File: src/rtl/instruction_fetch_unit.sv
// instruction_fetch_unit
// Holds the fetch PC, reads one instruction word per cycle from a combinational
// instruction memory and queues {pc, instr} pairs in a 2-entry FIFO for decode.
// A redirect flushes the queue and reloads the PC.
// Optional feature macro: IFU_MISALIGN_CHECK_EN. When defined, a redirect to a
// misaligned target raises a sticky fetch_err and halts fetching until an aligned
// redirect or a reset. When undefined, redirect targets are word-aligned by
// dropping the two low bits and fetch_err is tied low.
module instruction_fetch_unit #(
    parameter logic [31:0] RESET_PC = 32'h0000_0000
) (
    input  logic        clk,
    input  logic        rst_n,
    output logic [31:0] imem_addr,
    input  logic [31:0] imem_rdata,
    input  logic        redirect_valid,
    input  logic [31:0] redirect_pc,
    output logic        if_valid,
    output logic [31:0] if_instr,
    output logic [31:0] if_pc,
    input  logic        id_ready,
    output logic        fetch_err
);

    logic [31:0] pc;
    logic [1:0]  count;
    logic [31:0] head_pc;
    logic [31:0] head_instr;
    logic [31:0] tail_pc;
    logic [31:0] tail_instr;

    logic        fetch_en;
    logic        bad_redirect;
    logic [31:0] target;
    logic        pop;
    logic        push;

`ifdef IFU_MISALIGN_CHECK_EN
    logic halted;

    assign target       = redirect_pc;
    assign bad_redirect = redirect_valid && (redirect_pc[1:0] != 2'b00);
    assign fetch_en     = !halted;
    assign fetch_err    = halted;

    // Sticky halt: set by a misaligned redirect, cleared by an aligned one.
    always_ff @(posedge clk or negedge rst_n) begin
        if (!rst_n) begin
            halted <= 1'b0;
        end else if (redirect_valid) begin
            halted <= (redirect_pc[1:0] != 2'b00);
        end
    end
`else
    logic unused_align_bits;

    assign unused_align_bits = ^redirect_pc[1:0];
    assign target            = {redirect_pc[31:2], 2'b00};
    assign bad_redirect      = 1'b0;
    assign fetch_en          = 1'b1;
    assign fetch_err         = 1'b0;
`endif

    assign imem_addr = pc;
    assign if_valid  = (count != 2'd0);
    assign if_pc     = head_pc;
    assign if_instr  = head_instr;

    // Handshake: a pop is counted even when a redirect flushes the same cycle.
    always_comb begin
        pop  = if_valid && id_ready;
        push = fetch_en && !redirect_valid && ((count != 2'd2) || pop);
    end

    // Fetch PC: a good redirect wins, otherwise advance by one word on each push.
    always_ff @(posedge clk or negedge rst_n) begin
        if (!rst_n) begin
            pc <= RESET_PC;
        end else if (redirect_valid) begin
            if (!bad_redirect) begin
                pc <= target;
            end
        end else if (push) begin
            pc <= pc + 32'd4;
        end
    end

    // Two-entry queue kept as head/tail registers; the head always feeds decode.
    always_ff @(posedge clk or negedge rst_n) begin
        if (!rst_n) begin
            count      <= 2'd0;
            head_pc    <= 32'd0;
            head_instr <= 32'd0;
            tail_pc    <= 32'd0;
            tail_instr <= 32'd0;
        end else if (redirect_valid) begin
            count <= 2'd0;
        end else begin
            case ({push, pop})
                2'b11: begin
                    if (count == 2'd2) begin
                        head_pc    <= tail_pc;
                        head_instr <= tail_instr;
                        tail_pc    <= pc;
                        tail_instr <= imem_rdata;
                    end else begin
                        head_pc    <= pc;
                        head_instr <= imem_rdata;
                    end
                end
                2'b10: begin
                    if (count == 2'd0) begin
                        head_pc    <= pc;
                        head_instr <= imem_rdata;
                    end else begin
                        tail_pc    <= pc;
                        tail_instr <= imem_rdata;
                    end
                    count <= count + 2'd1;
                end
                2'b01: begin
                    head_pc    <= tail_pc;
                    head_instr <= tail_instr;
                    count      <= count - 2'd1;
                end
                default: begin
                    count <= count;
                end
            endcase
        end
    end

endmodule

File: config.mk
export PLATFORM = sky130hd
export DESIGN_NAME = instruction_fetch_unit
export DESIGN_NICKNAME = d
export VERILOG_FILES = /design/src/rtl/instruction_fetch_unit.sv
export SDC_FILE = /design/constraint.sdc
export NUM_CORES = 1
export LEC_CHECK = 0
export BUFFER_PORTS_ARGS = -buffer_cell sky130_fd_sc_hd__buf_2
export CAP_MARGIN = 10
export CORE_AREA = 2 2 129 131
export CTS_CLUSTER_SIZE = 28
export DETAILED_ROUTE_END_ITERATION = 8
export DIE_AREA = 0 0 131 133
export PLACE_DENSITY = 0.68
export SKIP_LAST_GASP = 1
export SLEW_MARGIN = 0
export SYNTH_ARGS = -nofsm -noshare
export SYNTH_HDL_FRONTEND = slang
export SYNTH_SLANG_ARGS = --single-unit
File: constraint.sdc
create_clock -name clk -period 2.7 [get_ports clk]
set_clock_uncertainty 0.05 [all_clocks]
set_input_delay 0.405 -clock clk [delete_from_list [all_inputs] [get_ports clk]]
set_output_delay 0.405 -clock clk [all_outputs]
set_load 0.01 [all_outputs]
==> impl_metrics.env <==
export IMPL_status="completed"
export IMPL_numPortBuffers=160
export IMPL_synth_edff_count=0
export IMPL_synth_area_leaders="dfrtp_1, mux2_2, mux2i_1, o21ai_0, nand2_1"
export IMPL_cp_required_ps=2990
export IMPL_worst_r2r_path_depth=5
export IMPL_detail_route_antenna_nets=0
export IMPL_slew_viol_final=0
export IMPL_grt_max_degree=126
export IMPL_ir_drop_uv=450
export IMPL_grt_pass1_vias=5361
export IMPL_hp_start="redirect_pc[5]"
export IMPL_die_area_sq_um=17400
export IMPL_r2r_end="imem_addr[26]$_DFFE_PN0P_"
export IMPL_p_leak_nw=3.91
export IMPL_clock_sinks=157
export IMPL_synthesis_area_sq_um=7100
export IMPL_antenna_found_initial=0
export IMPL_worst_pin_slew_ps=718
export IMPL_setup_slack_ps=379
export IMPL_yosysSeqAreaShare=0.553
export IMPL_wirelength_um=16600
export IMPL_yosysMostFrequentCell="dfrtp_1"
export IMPL_end_kind="register"
export IMPL_hold_ws_ps=144
export IMPL_pwr_share_comb=0.194
export IMPL_viasPerCell=5.25
export IMPL_p_seq_frac=0.462
export IMPL_route_met2_wl_um=8100
export IMPL_grt_use_total=0.198
export IMPL_fin_crit_sh=0.860
export IMPL_period_minus_slack_ps=2320
export IMPL_cellPowerDensity_nw_per_um2=797
export IMPL_clockBufferDepth=2
export IMPL_syn2layout_area_growth_pct=23.8
export IMPL_drive_gt1_frac=0.335
export IMPL_htree_levels=4
export IMPL_top_layer_used="met4"
export IMPL_routedWlPerCell_um=16.3
export IMPL_hold_viol=0
export IMPL_place_gp_congestion=0.892
export IMPL_clk_latency_ps=420
export IMPL_insertedDiodeCount=0
export IMPL_max_cap_violations=0
export IMPL_yosysTopAreaCell="dfrtp_1"
export IMPL_num_vias=5346
export IMPL_post_cts_resized=0
export IMPL_critPathLaunchType="register"
export IMPL_startpoint="imem_addr[2]$_DFFE_PN0P_"
export IMPL_arrival_ps=2610
export IMPL_fp_dieH_um=133
export IMPL_fin_nets=856
export IMPL_intPower_mw=5.07
export IMPL_syn_area_per_cell_sq_um=11.1
export IMPL_start_util=0.439
export IMPL_cts_root_buf="clkbuf_16"
export IMPL_cts_clk_slew_worst_paths_ps=60
export IMPL_core_sq_um=16200
export IMPL_crit_type="reg2reg"
export IMPL_first_iter_violations=334
export IMPL_switchingPower_mw=1.93
export IMPL_finalSetupViolCount=0
export IMPL_endpoint="imem_addr[26]$_DFFE_PN0P_"
export IMPL_ys_async_sr_fraction=1.00
export IMPL_rsz0062_at_grt="no"
export IMPL_power_share_switching=0.276
export IMPL_tns_ps=0
export IMPL_yosys_warnings=0
export IMPL_synthTopCellsByCount="dfrtp_1, nand2_1, o21ai_0"
export IMPL_nFillCells=1423
export IMPL_ys_ff_latch=157
export IMPL_grt_pass1_wl_um=27100
export IMPL_ioPinCount=166
export IMPL_synth_top_area_share=0.553
export IMPL_hp_class="in2reg"
export IMPL_die_x_um=131
export IMPL_relSlewSlack=0.521
export IMPL_grt_overflow_total=0
export IMPL_drc_errors=0
export IMPL_reg2reg_from="imem_addr[2]$_DFFE_PN0P_"
export IMPL_wl_met1_um=7440
export IMPL_place_ws_ps=388
export IMPL_rrSetupSlack_ps=380
export IMPL_synthFlopType="dfrtp_1"
export IMPL_hpwl_um=11500
export IMPL_met3WireLength_um=903
export IMPL_synth_cells=637
export IMPL_yosysUniqueCellTypes=40
export IMPL_cts_buffers=17
export IMPL_drt_first_pass_iters=4
export IMPL_hold_buffers=1
export IMPL_clkPwrFrac=0.344
export IMPL_rows=47
export IMPL_cts_tree="built"
export IMPL_crit_fanout=7
export IMPL_cts_setup_buffers=0
export IMPL_fmax_ghz=0.431
[registers in the layout (all words and copies together) (netlist names)]
| name | cells |
|---|---|
| tail_pc | 30 |
| if_instr | 32 |
| count | 2 |
| tail_instr | 32 |
| if_pc | 31 |
| imem_addr | 30 |
[final cells by class]
type	count	area, sq um	share of cell area
Tap cell	220	275	0.0313
Timing Repair Buffer	172	975	0.111
Multi-Input combinational cell	432	2990	0.340
Clock buffer	23	478	0.0544
Sequential cell	157	3930	0.447
Inverter	7	26.3	0.00299
Clock inverter	7	113	0.0128
[cells in the final DEF, fill, tap and decap left out, drive strengths merged, types with 2 or more instances in the layout]
cell type | synthesis | final
buf | 13 | 171
or2 | 2 | 2
nand2 | 87 | 87
nor2 | 20 | 20
xnor2 | 8 | 8
o31a | 4 | 4
or3 | 5 | 5
and3 | 5 | 5
dfrtp | 157 | 157
inv | 7 | 7
a21oi | 3 | 3
nor2b | 2 | 2
clkbuf | 30 | 23
and2 | 4 | 4
nor4 | 8 | 8
conb | 1 | 3
xor2 | 3 | 3
nand3 | 12 | 12
bufinv | 0 | 3
mux2 | 62 | 62
nand4 | 9 | 9
clkinv | 0 | 3
nand2b | 3 | 3
mux2i | 63 | 63
o211ai | 2 | 2
nor3 | 3 | 3
or4 | 13 | 13
o21ai | 79 | 79
a31oi | 14 | 14
o31ai | 9 | 9
[logic make-up (layout without fill, tap and decap cells)]
group / count (synthesis) / count (layout) / share of synthesized area
and+or+nand+nor: 179 / 179 / 0.124
AOI/OAI and AO/OA: 113 / 113 / 0.0892
other: 1 / 3 / 0.000528
DFF: 157 / 157 / 0.553
adders and majority gates: 1 / 1 / 0.00176
xor gates and xnor gates: 11 / 11 / 0.0136
muxes: 125 / 125 / 0.187
buffers and inverters: 50 / 209 / 0.0301
[power by group through the flow]
stage	logic (mW)	clock network [mW]	registers (mW)
5_1_grt	1.51	2.57	3.31
2_1_floorplan	0.733	0	3.30
6_report	1.36	2.41	3.24
3_5_place_dp	1.38	0	3.28
4_1_cts	1.38	2.47	3.24
3_3_place_gp	1.33	0	3.23
[metrics by stage]
step	instance area [sq um]	util	std cells	total power, mW
5_1_grt	8790	0.543	1018	7.39
3_3_place_gp	8190	0.506	987	4.56
2_1_floorplan	7110	-	639	4.03
6_report	8790	0.543	1018	7.00
4_1_cts	8790	0.543	1018	7.09
3_5_place_dp	8190	0.506	987	4.66
[how the worst min path moves through the flow]
stage	to	cells after the start	slack (ps)
floorplan	count[0]$_DFFE_PN0P_	0	60
global placement	if_instr[0]$_DFFE_PN0P_	2	410
detailed placement	if_pc[29]$_DFFE_PN0P_	2	420
CTS	imem_addr[5]$_DFFE_PN0P_	3	130
global route	imem_addr[5]$_DFFE_PN0P_	3	130
finish	imem_addr[5]$_DFFE_PN0P_	3	140
[critical path, cell delays in order (launching register included)]
cell	delay [ps]
dfrtp_1	470
ha_1	210
nand3_1	210
or4_1	690
or4_1	440
a31oi_1	170
[routing by layer]
metal,vias up,global-route usage
met4,0,0.0609
met5,-,0
met2,159,0.320
li1,2560,-
met1,2613,0.261
met3,14,0.0518
No activity file was read; power rests on OpenSTA's default activity.
